File: src/rtl/usb_pkg.sv
// Shared USB transmit definitions: PID nibbles, handshake select codes, scheduler states.
package usb_pkg;

    typedef enum logic [2:0] {
        ST_IDLE = 3'd0,
        ST_GAP  = 3'd1,
        ST_PID  = 3'd2,
        ST_DATA = 3'd3,
        ST_END  = 3'd4
    } state_e;

    localparam logic [3:0] PID_ACK   = 4'b0010;
    localparam logic [3:0] PID_NAK   = 4'b1010;
    localparam logic [3:0] PID_STALL = 4'b1110;
    localparam logic [3:0] PID_DATA0 = 4'b0011;
    localparam logic [3:0] PID_DATA1 = 4'b1011;

    localparam logic [1:0] HS_ACK   = 2'd0;
    localparam logic [1:0] HS_NAK   = 2'd1;
    localparam logic [1:0] HS_STALL = 2'd2;
    localparam logic [1:0] HS_RSVD  = 2'd3;

    // Reserved select code goes out as STALL so the host never sees a bogus PID.
    function automatic logic [3:0] hs_pid_nibble(input logic [1:0] sel);
        logic [3:0] p;
        unique case (sel)
            HS_ACK:   p = PID_ACK;
            HS_NAK:   p = PID_NAK;
            HS_STALL: p = PID_STALL;
            HS_RSVD:  p = PID_STALL;
        endcase
        return p;
    endfunction

    function automatic logic [7:0] pid_byte(input logic [3:0] p);
        return {~p, p};
    endfunction

endpackage

File: src/rtl/usb_tx_sched_if.sv
// Request/payload/transmitter bundle between packet sources and the USB TX scheduler.
interface usb_tx_sched_if;
    logic       hs_req;
    logic [1:0] hs_pid;
    logic       hs_done;
    logic       dat_req;
    logic       dat_toggle;
    logic       dat_zlp;
    logic       dat_valid;
    logic [7:0] dat_data;
    logic       dat_last;
    logic       dat_ready;
    logic       dat_done;
    logic       busy;
    logic       tx_transmit;
    logic [7:0] tx_data;
    logic       tx_update_crc16;
    logic       tx_send_crc16;
    logic       tx_data_strobe;
    logic       tx_en;

    modport master (
        output hs_req, hs_pid, dat_req, dat_toggle, dat_zlp,
               dat_valid, dat_data, dat_last, tx_data_strobe, tx_en,
        input  hs_done, dat_ready, dat_done, busy,
               tx_transmit, tx_data, tx_update_crc16, tx_send_crc16
    );

    modport slave (
        input  hs_req, hs_pid, dat_req, dat_toggle, dat_zlp,
               dat_valid, dat_data, dat_last, tx_data_strobe, tx_en,
        output hs_done, dat_ready, dat_done, busy,
               tx_transmit, tx_data, tx_update_crc16, tx_send_crc16
    );
endinterface

File: src/rtl/usb_tx_sched.sv
// Arbitrates handshake vs data packets onto the USB transmitter and enforces an inter-packet gap.
// Latency: PID presented the cycle after grant; done pulses one cycle after tx_en falls.
// Backpressure: bytes advance only on tx_data_strobe; requests wait in IDLE while tx_en is high or during GAP.
module usb_tx_sched
    import usb_pkg::*;
#(
    parameter int unsigned IPG_CLKS = 16
) (
    input  logic           clk_48,
    input  logic           rst_n,
    usb_tx_sched_if.slave  bus
);

    localparam logic [7:0] IPG_LOAD = 8'(IPG_CLKS);

    state_e     state_q, state_d;
    logic [7:0] gap_cnt_q, gap_cnt_d;
    logic       kind_dat_q, kind_dat_d;
    logic [3:0] pid_q, pid_d;
    logic       zlp_q, zlp_d;
    logic       tx_en_q, tx_en_d;
    logic       hs_done_q, hs_done_d;
    logic       dat_done_q, dat_done_d;

    logic       tx_fall;
    logic       transmit_c, update_c, send_c, ready_c;
    logic [7:0] data_c;

    assign tx_fall = tx_en_q & ~bus.tx_en;

    always_comb begin
        state_d    = state_q;
        gap_cnt_d  = gap_cnt_q;
        kind_dat_d = kind_dat_q;
        pid_d      = pid_q;
        zlp_d      = zlp_q;
        tx_en_d    = bus.tx_en;
        hs_done_d  = 1'b0;
        dat_done_d = 1'b0;
        transmit_c = 1'b0;
        data_c     = 8'h00;
        update_c   = 1'b0;
        send_c     = 1'b0;
        ready_c    = 1'b0;

        unique case (state_q)
            ST_IDLE: begin
                // Handshake wins a tie; a pending data request is simply served later.
                if (!bus.tx_en && (bus.hs_req || bus.dat_req)) begin
                    state_d = ST_PID;
                    if (bus.hs_req) begin
                        kind_dat_d = 1'b0;
                        pid_d      = hs_pid_nibble(bus.hs_pid);
                        zlp_d      = 1'b0;
                    end else begin
                        kind_dat_d = 1'b1;
                        pid_d      = bus.dat_toggle ? PID_DATA1 : PID_DATA0;
                        zlp_d      = bus.dat_zlp;
                    end
                end
            end
            ST_PID: begin
                transmit_c = 1'b1;
                data_c     = pid_byte(pid_q);
                send_c     = kind_dat_q;
                if (bus.tx_data_strobe) begin
                    state_d = (!kind_dat_q || zlp_q) ? ST_END : ST_DATA;
                end
            end
            ST_DATA: begin
                transmit_c = bus.dat_valid;
                data_c     = bus.dat_data;
                update_c   = 1'b1;
                send_c     = 1'b1;
                ready_c    = bus.tx_data_strobe & bus.dat_valid;
                // Starved payload: the transmitter closes the packet with CRC on its own.
                if (tx_fall) begin
                    state_d    = ST_GAP;
                    gap_cnt_d  = IPG_LOAD;
                    dat_done_d = 1'b1;
                end else if (ready_c && bus.dat_last) begin
                    state_d = ST_END;
                end
            end
            ST_END: begin
                send_c = kind_dat_q;
                if (tx_fall) begin
                    state_d    = ST_GAP;
                    gap_cnt_d  = IPG_LOAD;
                    hs_done_d  = ~kind_dat_q;
                    dat_done_d = kind_dat_q;
                end
            end
            ST_GAP: begin
                if (gap_cnt_q <= 8'd1) begin
                    state_d   = ST_IDLE;
                    gap_cnt_d = 8'd0;
                end else begin
                    gap_cnt_d = gap_cnt_q - 8'd1;
                end
            end
            default: state_d = ST_IDLE;
        endcase
    end

    always_ff @(posedge clk_48 or negedge rst_n) begin
        if (!rst_n) begin
            state_q    <= ST_IDLE;
            gap_cnt_q  <= 8'd0;
            kind_dat_q <= 1'b0;
            pid_q      <= 4'd0;
            zlp_q      <= 1'b0;
            tx_en_q    <= 1'b0;
            hs_done_q  <= 1'b0;
            dat_done_q <= 1'b0;
        end else begin
            state_q    <= state_d;
            gap_cnt_q  <= gap_cnt_d;
            kind_dat_q <= kind_dat_d;
            pid_q      <= pid_d;
            zlp_q      <= zlp_d;
            tx_en_q    <= tx_en_d;
            hs_done_q  <= hs_done_d;
            dat_done_q <= dat_done_d;
        end
    end

    assign bus.busy            = (state_q != ST_IDLE);
    assign bus.hs_done         = hs_done_q;
    assign bus.dat_done        = dat_done_q;
    assign bus.dat_ready       = ready_c;
    assign bus.tx_transmit     = transmit_c;
    assign bus.tx_data         = data_c;
    assign bus.tx_update_crc16 = update_c;
    assign bus.tx_send_crc16   = send_c;

endmodule

File: src/flat_wrapper.sv
// flat-port wrapper written by rule: the top's interface ports become plain ports
module usb_tx_sched_flat import usb_pkg::*;
#(
    parameter int unsigned IPG_CLKS = 16
)
  (clk_48, rst_n, bus_hs_req, bus_hs_pid, bus_dat_req, bus_dat_toggle, bus_dat_zlp, bus_dat_valid, bus_dat_data, bus_dat_last, bus_tx_data_strobe, bus_tx_en, bus_hs_done, bus_dat_ready, bus_dat_done, bus_busy, bus_tx_transmit, bus_tx_data, bus_tx_update_crc16, bus_tx_send_crc16);
  usb_tx_sched_if bus_i ();
  input  logic clk_48;
  input  logic rst_n;
  input wire logic [$bits(bus_i.hs_req)-1:0] bus_hs_req;
  input wire logic [$bits(bus_i.hs_pid)-1:0] bus_hs_pid;
  input wire logic [$bits(bus_i.dat_req)-1:0] bus_dat_req;
  input wire logic [$bits(bus_i.dat_toggle)-1:0] bus_dat_toggle;
  input wire logic [$bits(bus_i.dat_zlp)-1:0] bus_dat_zlp;
  input wire logic [$bits(bus_i.dat_valid)-1:0] bus_dat_valid;
  input wire logic [$bits(bus_i.dat_data)-1:0] bus_dat_data;
  input wire logic [$bits(bus_i.dat_last)-1:0] bus_dat_last;
  input wire logic [$bits(bus_i.tx_data_strobe)-1:0] bus_tx_data_strobe;
  input wire logic [$bits(bus_i.tx_en)-1:0] bus_tx_en;
  output wire logic [$bits(bus_i.hs_done)-1:0] bus_hs_done;
  output wire logic [$bits(bus_i.dat_ready)-1:0] bus_dat_ready;
  output wire logic [$bits(bus_i.dat_done)-1:0] bus_dat_done;
  output wire logic [$bits(bus_i.busy)-1:0] bus_busy;
  output wire logic [$bits(bus_i.tx_transmit)-1:0] bus_tx_transmit;
  output wire logic [$bits(bus_i.tx_data)-1:0] bus_tx_data;
  output wire logic [$bits(bus_i.tx_update_crc16)-1:0] bus_tx_update_crc16;
  output wire logic [$bits(bus_i.tx_send_crc16)-1:0] bus_tx_send_crc16;
  assign bus_i.hs_req = bus_hs_req;
  assign bus_i.hs_pid = bus_hs_pid;
  assign bus_i.dat_req = bus_dat_req;
  assign bus_i.dat_toggle = bus_dat_toggle;
  assign bus_i.dat_zlp = bus_dat_zlp;
  assign bus_i.dat_valid = bus_dat_valid;
  assign bus_i.dat_data = bus_dat_data;
  assign bus_i.dat_last = bus_dat_last;
  assign bus_i.tx_data_strobe = bus_tx_data_strobe;
  assign bus_i.tx_en = bus_tx_en;
  assign bus_hs_done = bus_i.hs_done;
  assign bus_dat_ready = bus_i.dat_ready;
  assign bus_dat_done = bus_i.dat_done;
  assign bus_busy = bus_i.busy;
  assign bus_tx_transmit = bus_i.tx_transmit;
  assign bus_tx_data = bus_i.tx_data;
  assign bus_tx_update_crc16 = bus_i.tx_update_crc16;
  assign bus_tx_send_crc16 = bus_i.tx_send_crc16;
  usb_tx_sched #(.IPG_CLKS(IPG_CLKS)) u_core (.clk_48(clk_48), .rst_n(rst_n), .bus(bus_i));
endmodule
File: config.mk
export PLATFORM = sky130hd
export DESIGN_NAME = usb_tx_sched_flat
export DESIGN_NICKNAME = d
export VERILOG_FILES = /design/src/rtl/usb_pkg.sv /design/src/rtl/usb_tx_sched_if.sv /design/src/rtl/usb_tx_sched.sv /design/src/flat_wrapper.sv
export SDC_FILE = /design/constraint.sdc
export NUM_CORES = 1
export LEC_CHECK = 0
export BUFFER_PORTS_ARGS = -buffer_cell sky130_fd_sc_hd__buf_4
export CAP_MARGIN = 20
export CELL_PAD_IN_SITES_DETAIL_PLACEMENT = 0
export CELL_PAD_IN_SITES_GLOBAL_PLACEMENT = 1
export CORE_ASPECT_RATIO = 1.75
export CORE_MARGIN = 10
export CORE_UTILIZATION = 38
export CTS_CLUSTER_SIZE = 12
export DETAILED_ROUTE_END_ITERATION = 8
export PLACE_DENSITY_LB_ADDON = 0.3
export SLEW_MARGIN = 20
export SYNTH_ARGS = -nofsm -noshare
export SYNTH_HDL_FRONTEND = slang
export SYNTH_SLANG_ARGS = --single-unit
export TNS_END_PERCENT = 5
File: constraint.sdc
create_clock -name clk_48 -period 2.2 [get_ports clk_48]
set_input_delay 0.66 -clock clk_48 [delete_from_list [all_inputs] [get_ports clk_48]]
set_output_delay 0.66 -clock clk_48 [all_outputs]
set_load 0.05 [all_outputs]
=== Word level (Yosys, flattened, before mapping) ===
Cells that the tools add are included.

* Add/subtract/negate cells: 1
* Bitwise operators: 5
* $lt $le $gt $ge: 1
* Equal/unequal tests: 13
* Mux-type cells: 26
* Reduce and logical (&&, ||, !) cells: 16

{| class="wikitable"
|+ Operators by type and width
! kind !! count
|-
| 8-bit case mux with 2 select lines || 2
|-
| 3-bit two-way mux || 7
|-
| 8-bit two-way mux || 2
|-
| 3-bit case mux with 5 select lines || 1
|-
| 4-bit case mux with 3 select lines || 1
|-
| 8-bit by 1-bit less-or-equal comparator with 1-bit output (second input constant) || 1
|-
| 1-bit two-way mux || 8
|-
| 4-bit two-way mux || 2
|-
| 2-bit by 1-bit inequality test with 1-bit output (second input constant) || 4
|-
| 8-bit by 1-bit subtractor with 8-bit output (second input constant) || 1
|-
| 3-bit by 2-bit equality test with 1-bit output (second input constant) || 2
|-
| 1-bit case mux with 2 select lines || 3
|-
| 2-bit OR reduction || 3
|-
| 5-bit AND reduction || 1
|-
| 2-bit equality test (second input constant) || 2
|-
| 4-bit inverter || 1
|-
| 2-bit AND reduction || 2
|-
| 3-bit by 1-bit equality test with 1-bit output (second input constant) || 1
|-
| 3-bit equality test (second input constant) || 1
|-
| 3-bit zero test || 1
|-
| 3-bit by 1-bit inequality test with 1-bit output (second input constant) || 1
|-
| 3-bit nonzero test || 1
|-
| 1-bit bitwise AND || 2
|-
| 2-bit by 1-bit equality test with 1-bit output (second input constant) || 1
|-
| other kinds (7) || 11
|}

* Flip-flop bits (word level): 20
* Logic and storage cells: 70
* Input bits: 20

=== Longest topological paths before layout ===
* Word-level depth: 5
* Mapped depth: 6
* Gate-level depth less buffers: 6

=== Worst setup path before layout ===
No wires, ideal clock.

* Path kind: reg-to-output
* Start: register u_core.state_q[2]
* End: output bus_tx_data[4]
* Path buffers: 2
* Slack: -0.511 ns
* Cell stages (with the launch flop): 6
* Data arrival time: 2.051 ns
* Cell sequence: dfrtp_1 -> and3b_1 -> clkbuf_1 -> clkbuf_1 -> nand2_1 -> o21ai_0

* Word-level cells in the longest chain between the ends: 2
* Elaborated cells on any way between the ends: 3

{| class="wikitable"
|+ Ends and longest elaborated chain
! element !! line !! source
|-
| from (decl) || usb_tx_sched.sv:16 || <nowiki>state_e state_q, state_d;</nowiki>
|-
| from (signal assigned) || usb_tx_sched.sv:117 || <nowiki>state_q <= state_d;</nowiki>
|-
| 3-bit by 2-bit equality test with 1-bit output || usb_tx_sched.sv:46 || <nowiki>unique case (state_q)</nowiki>
|-
| 8-bit case mux with 2 select lines * || usb_tx_sched.sv:46 ||
|-
| to (decl) || flat_wrapper.sv:25 || <nowiki>output wire logic [$bits(bus_i.tx_data)-1:0] bus_tx_data;</nowiki>
|}

Mark *: on every way between the ends. The rest lies on a longest branch, timed or not.

=== Worst setup path in the final report ===
* Start: register u_core.state_q[0]
* End: output bus_tx_data[5]

The elaborated chain is that of the path after synthesis.

==> metrics.md <==
| Metric | Value |
|---|---|
| Core Area | 2930 um^2 |
| GR Overflow Total | 0 |
| Post-DP HPWL | approximately 2500 um |
| Comb power frac | between 60% and 70% |
| CTS sink count | 19 |
| Post-synthesis cell count | 120 |
| Max_slew headroom | ~68% |
| CTS Root Cell | clkbuf_8 |
| H-tree depth | 1 |
| Synthesized flop and latch total | 19 |
| Crit-path max FO | 6 |
| Via count | 1086 |
| Ys Warns | 0 |
| CP Cell Sequence | or3b_4 -> o21ai_1 -> buf_6 |
| Fmax | about 460 MHz |
| Slowest CP cell | or3b_4 |
| Clock power frac | under 10% |
| Vias per inst | between 5 and 6 |
| Setup ws final | approximately 19 ps |
| Met1 usage | between 10% and 20% |
| Syn nets | 142 |
| Critical path class | flop to output port |
| Switching portion of total power | 49.4% |
| Number of distinct library cells after synthesis | between 40 and 50 |
| Syn_area_per_cell | 9.69 um^2 |
| Cell Area, Synth | between 1000 and 1500 um^2 |
| Final Hold Viols | 0 |
| Initial antenna violation count | 0 |
| Critical path required time | 1540 ps |
| Post-cts hold buffer count | 0 |
| CTS tree | done |
| Critical Path Sink Type | output port |
| I/O pins | 35 |
| Die Y | a little over 90 um |
| Pwr Total | 0.00251 W |
| P_int | between 0.001 and 0.0015 W |
| GR peak layer | met2 |
| Cell family with most CP delay | simple AND/OR/NAND/NOR gates |
| Layout area overhead | 35.7% |
| Critical path buffer and inverter count | 1 |
| Main synth FF type | dfrtp_1 |
| Max Clock Skew | about 3 ps |
| GR Util met3 | under 10% |
| # port buffers | 34 |
| Vias in the first global route | 1121 |
| Die Area | between 5000 and 6000 um^2 |
| N_diodes | 0 |
| DR DRC count | 0 |
| Tmin final | around 2200 ps |
| Length of the first detailed-routing pass in iterations | 4 |
| Slew Limit Fails | 0 |
| Layout cells sized above 1 | a little over two fifths |
| Leak Pwr | 0.734 nW |
| WP data arrival | 1520 ps |
| Initial DRC Count | 25 |
| Post-Route WL | just over 3000 um |
| Seq/Total Area, Yosys | 40.9% |
| Worst Tran Pin Value | 478 ps |
| Number of max-cap violations | 0 |
| Sequential Power Share | between 20 and 25% |
| Period utilization | between 90 and 100% |
| NetSw | between 0.001 and 0.0015 W |
| Async set-reset flop share out of synthesis | 100% |
| Drt wl/cell | roughly 16 um |
| Starting density of the core | 39.7% |
| Die W | about 62 um |
| Final Setup Violations | 0 |
| Clock latency at the later pin of the worst-skew pair | 250 ps |
| Worst setup SP type | flop |
| CTS clk-pin slew, worst paths | 70 ps |
| Largest net degree at the start of global routing | 20 |
| RSZ-0062 raised after global routing | true |
| Fillers | ~280 |
| Worst VDD drop | 0.000684 V |
| Post-Place Worst Slack | between 100 and 150 ps |
| Number of synthesized flops with an enable pin | 0 |
| GP Congestion | between 0.8 and 0.9 |
| Num CTS Buffers | 3 |
| Critical Path Max Stage Delay | 450 ps |
| First-pass GRT wire length | a little over 5000 um |
| Worst Hold Class | input port to asynchronous set/reset pin |
| PwrDens | roughly 1600 nW/um^2 |
| Status | complete, no violations |
| Nets | 187 |
| Remaining antenna violation count | 0 |
| GR met2 Demand/Resource | between 10% and 20% |
| Cell Rows | 26 |
| Max Buffers Root-to-Sink | 2 |
| Total track usage | 11.3% |
==> placed cells by master (no fill, tap or decap), types with 2 or more instances in the layout <==
| cell | count |
|---|---|
| mux2_4 | 2 |
| inv_1 | 5 |
| o21ai_1 | 3 |
| nand2_1 | 12 |
| o21ai_0 | 2 |
| ha_1 | 2 |
| buf_6 | 3 |
| or2_2 | 3 |
| buf_4 | 40 |
| nor2_4 | 2 |
| nor3_2 | 2 |
| a32o_1 | 2 |
| a22o_1 | 6 |
| dfrtp_2 | 3 |
| nor2b_1 | 3 |
| nor3_1 | 4 |
| nand2b_1 | 4 |
| or3b_4 | 2 |
| dfrtp_1 | 16 |
| nor2_1 | 7 |
| clkbuf_8 | 3 |
| o2bb2ai_1 | 3 |
| o22ai_1 | 4 |
| nor3b_1 | 2 |
| a21oi_1 | 8 |
==> state kept, by name, indices dropped and copies added, names as in the netlist <==
signal / count
u_core.bus.dat_done: 1
u_core.bus.hs_done: 1
u_core.gap_cnt_q: 8
u_core.pid_q: 4
u_core.state_q: 3
u_core.tx_en_q: 1
u_core.zlp_q: 1
==> worst paths after layout <==
| kind | depth (start not counted) | slack, ps | from | end |
|---|---|---|---|---|
| setup / recovery | 3 | 20 | u_core.state_q[0]$_DFFE_PN0P_ | bus_tx_data[5] |
| hold / removal | 1 | 260 | rst_n | u_core.gap_cnt_q[0]$_DFFE_PN0P_ |
| setup reg to reg | 6 | 310 | u_core.gap_cnt_q[0]$_DFFE_PN0P_ | u_core.state_q[1]$_DFFE_PN0P_ |
| hold reg to reg | 1 | 500 | u_core.pid_q[1]$_DFFE_PN0P_ | u_core.pid_q[1]$_DFFE_PN0P_ |
| max in group asynchronous | 1 | 1720 | rst_n | u_core.state_q[0]$_DFFE_PN0P_ |
| min in group clk_48 | 1 | 500 | u_core.pid_q[1]$_DFFE_PN0P_ | u_core.pid_q[1]$_DFFE_PN0P_ |
==> metrics by stage <==
stage,std cells,utilization [%],setup TNS [ps],hold WS [ps],instance area (um^2)
2_1_floorplan,120,-,-1120,364,1170
3_3_place_gp,183,50.1,0,480,1470
3_5_place_dp,183,50.1,0,485,1470
4_1_cts,189,52.6,0,266,1540
5_1_grt,192,53.9,-51.8,266,1580
6_report,192,53.9,0,263,1580
==> layout make-up <==
type	count	area [um^2]	area share [%]
multi-input cells	93	664	42.1
flip-flops and latches	19	479	30.4
repair buffers	43	334	21.2
clock buffers	3	41.3	2.62
well taps	28	35.0	2.22
inverters	5	18.8	1.19
clock inverters	1	5.00	0.317
==> routing by layer <==
| layer | part of all wire [%] | vias to the layer above |
|---|---|---|
| met2 | 54 | 26 |
| met3 | 7.5 | 5 |
| met1 | 37 | 522 |
| li1 | - | 533 |
| met5 | 0 | - |
| met4 | 1.6 | 0 |
==> repair_timing <==
action | in CTS | in global routing
setup endpoints to repair | 10 | 8
cloned | 0 | 0
buffers inserted | 2 | 3
resized for setup | 6 | 4
==> cells in the mapped netlist (2+ instances only) <==
library cell  instances  area share [%]
nor3b_1               2             1.3
nor2_1                8             2.6
nor3_1                4             1.7
a32o_1                2             1.7
clkbuf_1              2            0.65
ha_1                  2             2.2
dfrtp_1              19              41
nor3_2                2             1.7
o21ai_0               6             2.6
nand2b_1              4             2.2
mux2_4                2             2.6
a22o_1                6             4.5
nor2b_1               3             1.6
o22ai_1               4             2.2
nand2_1              12             3.9
or2_2                 3             1.6
inv_1                 5             1.6
a21oi_1               8             3.4
o2bb2ai_1             3             2.3
or3b_1                2             1.5
==> cells by family (layout without fill, tap and decap cells) <==
family | count (synthesis) | count (layout) | synth area share, %
simple gates | 48 | 48 | 23.5
compound gates | 40 | 40 | 26.7
flops | 19 | 19 | 40.9
buf+inv | 8 | 52 | 3.23
mux | 3 | 3 | 3.55
fa+ha+maj | 2 | 2 | 2.15
==> power by group through the flow <==
stage	sequential (W)	combinational, W	clock (W)
2_1_floorplan	0.000593	0.00116	0
6_report	0.000625	0.00165	0.000238
4_1_cts	0.000620	0.00161	0.000250
3_3_place_gp	0.000627	0.00154	0
3_5_place_dp	0.000630	0.00156	0
5_1_grt	0.000652	0.00178	0.000267
No activity file was read; power rests on OpenSTA's default activity.
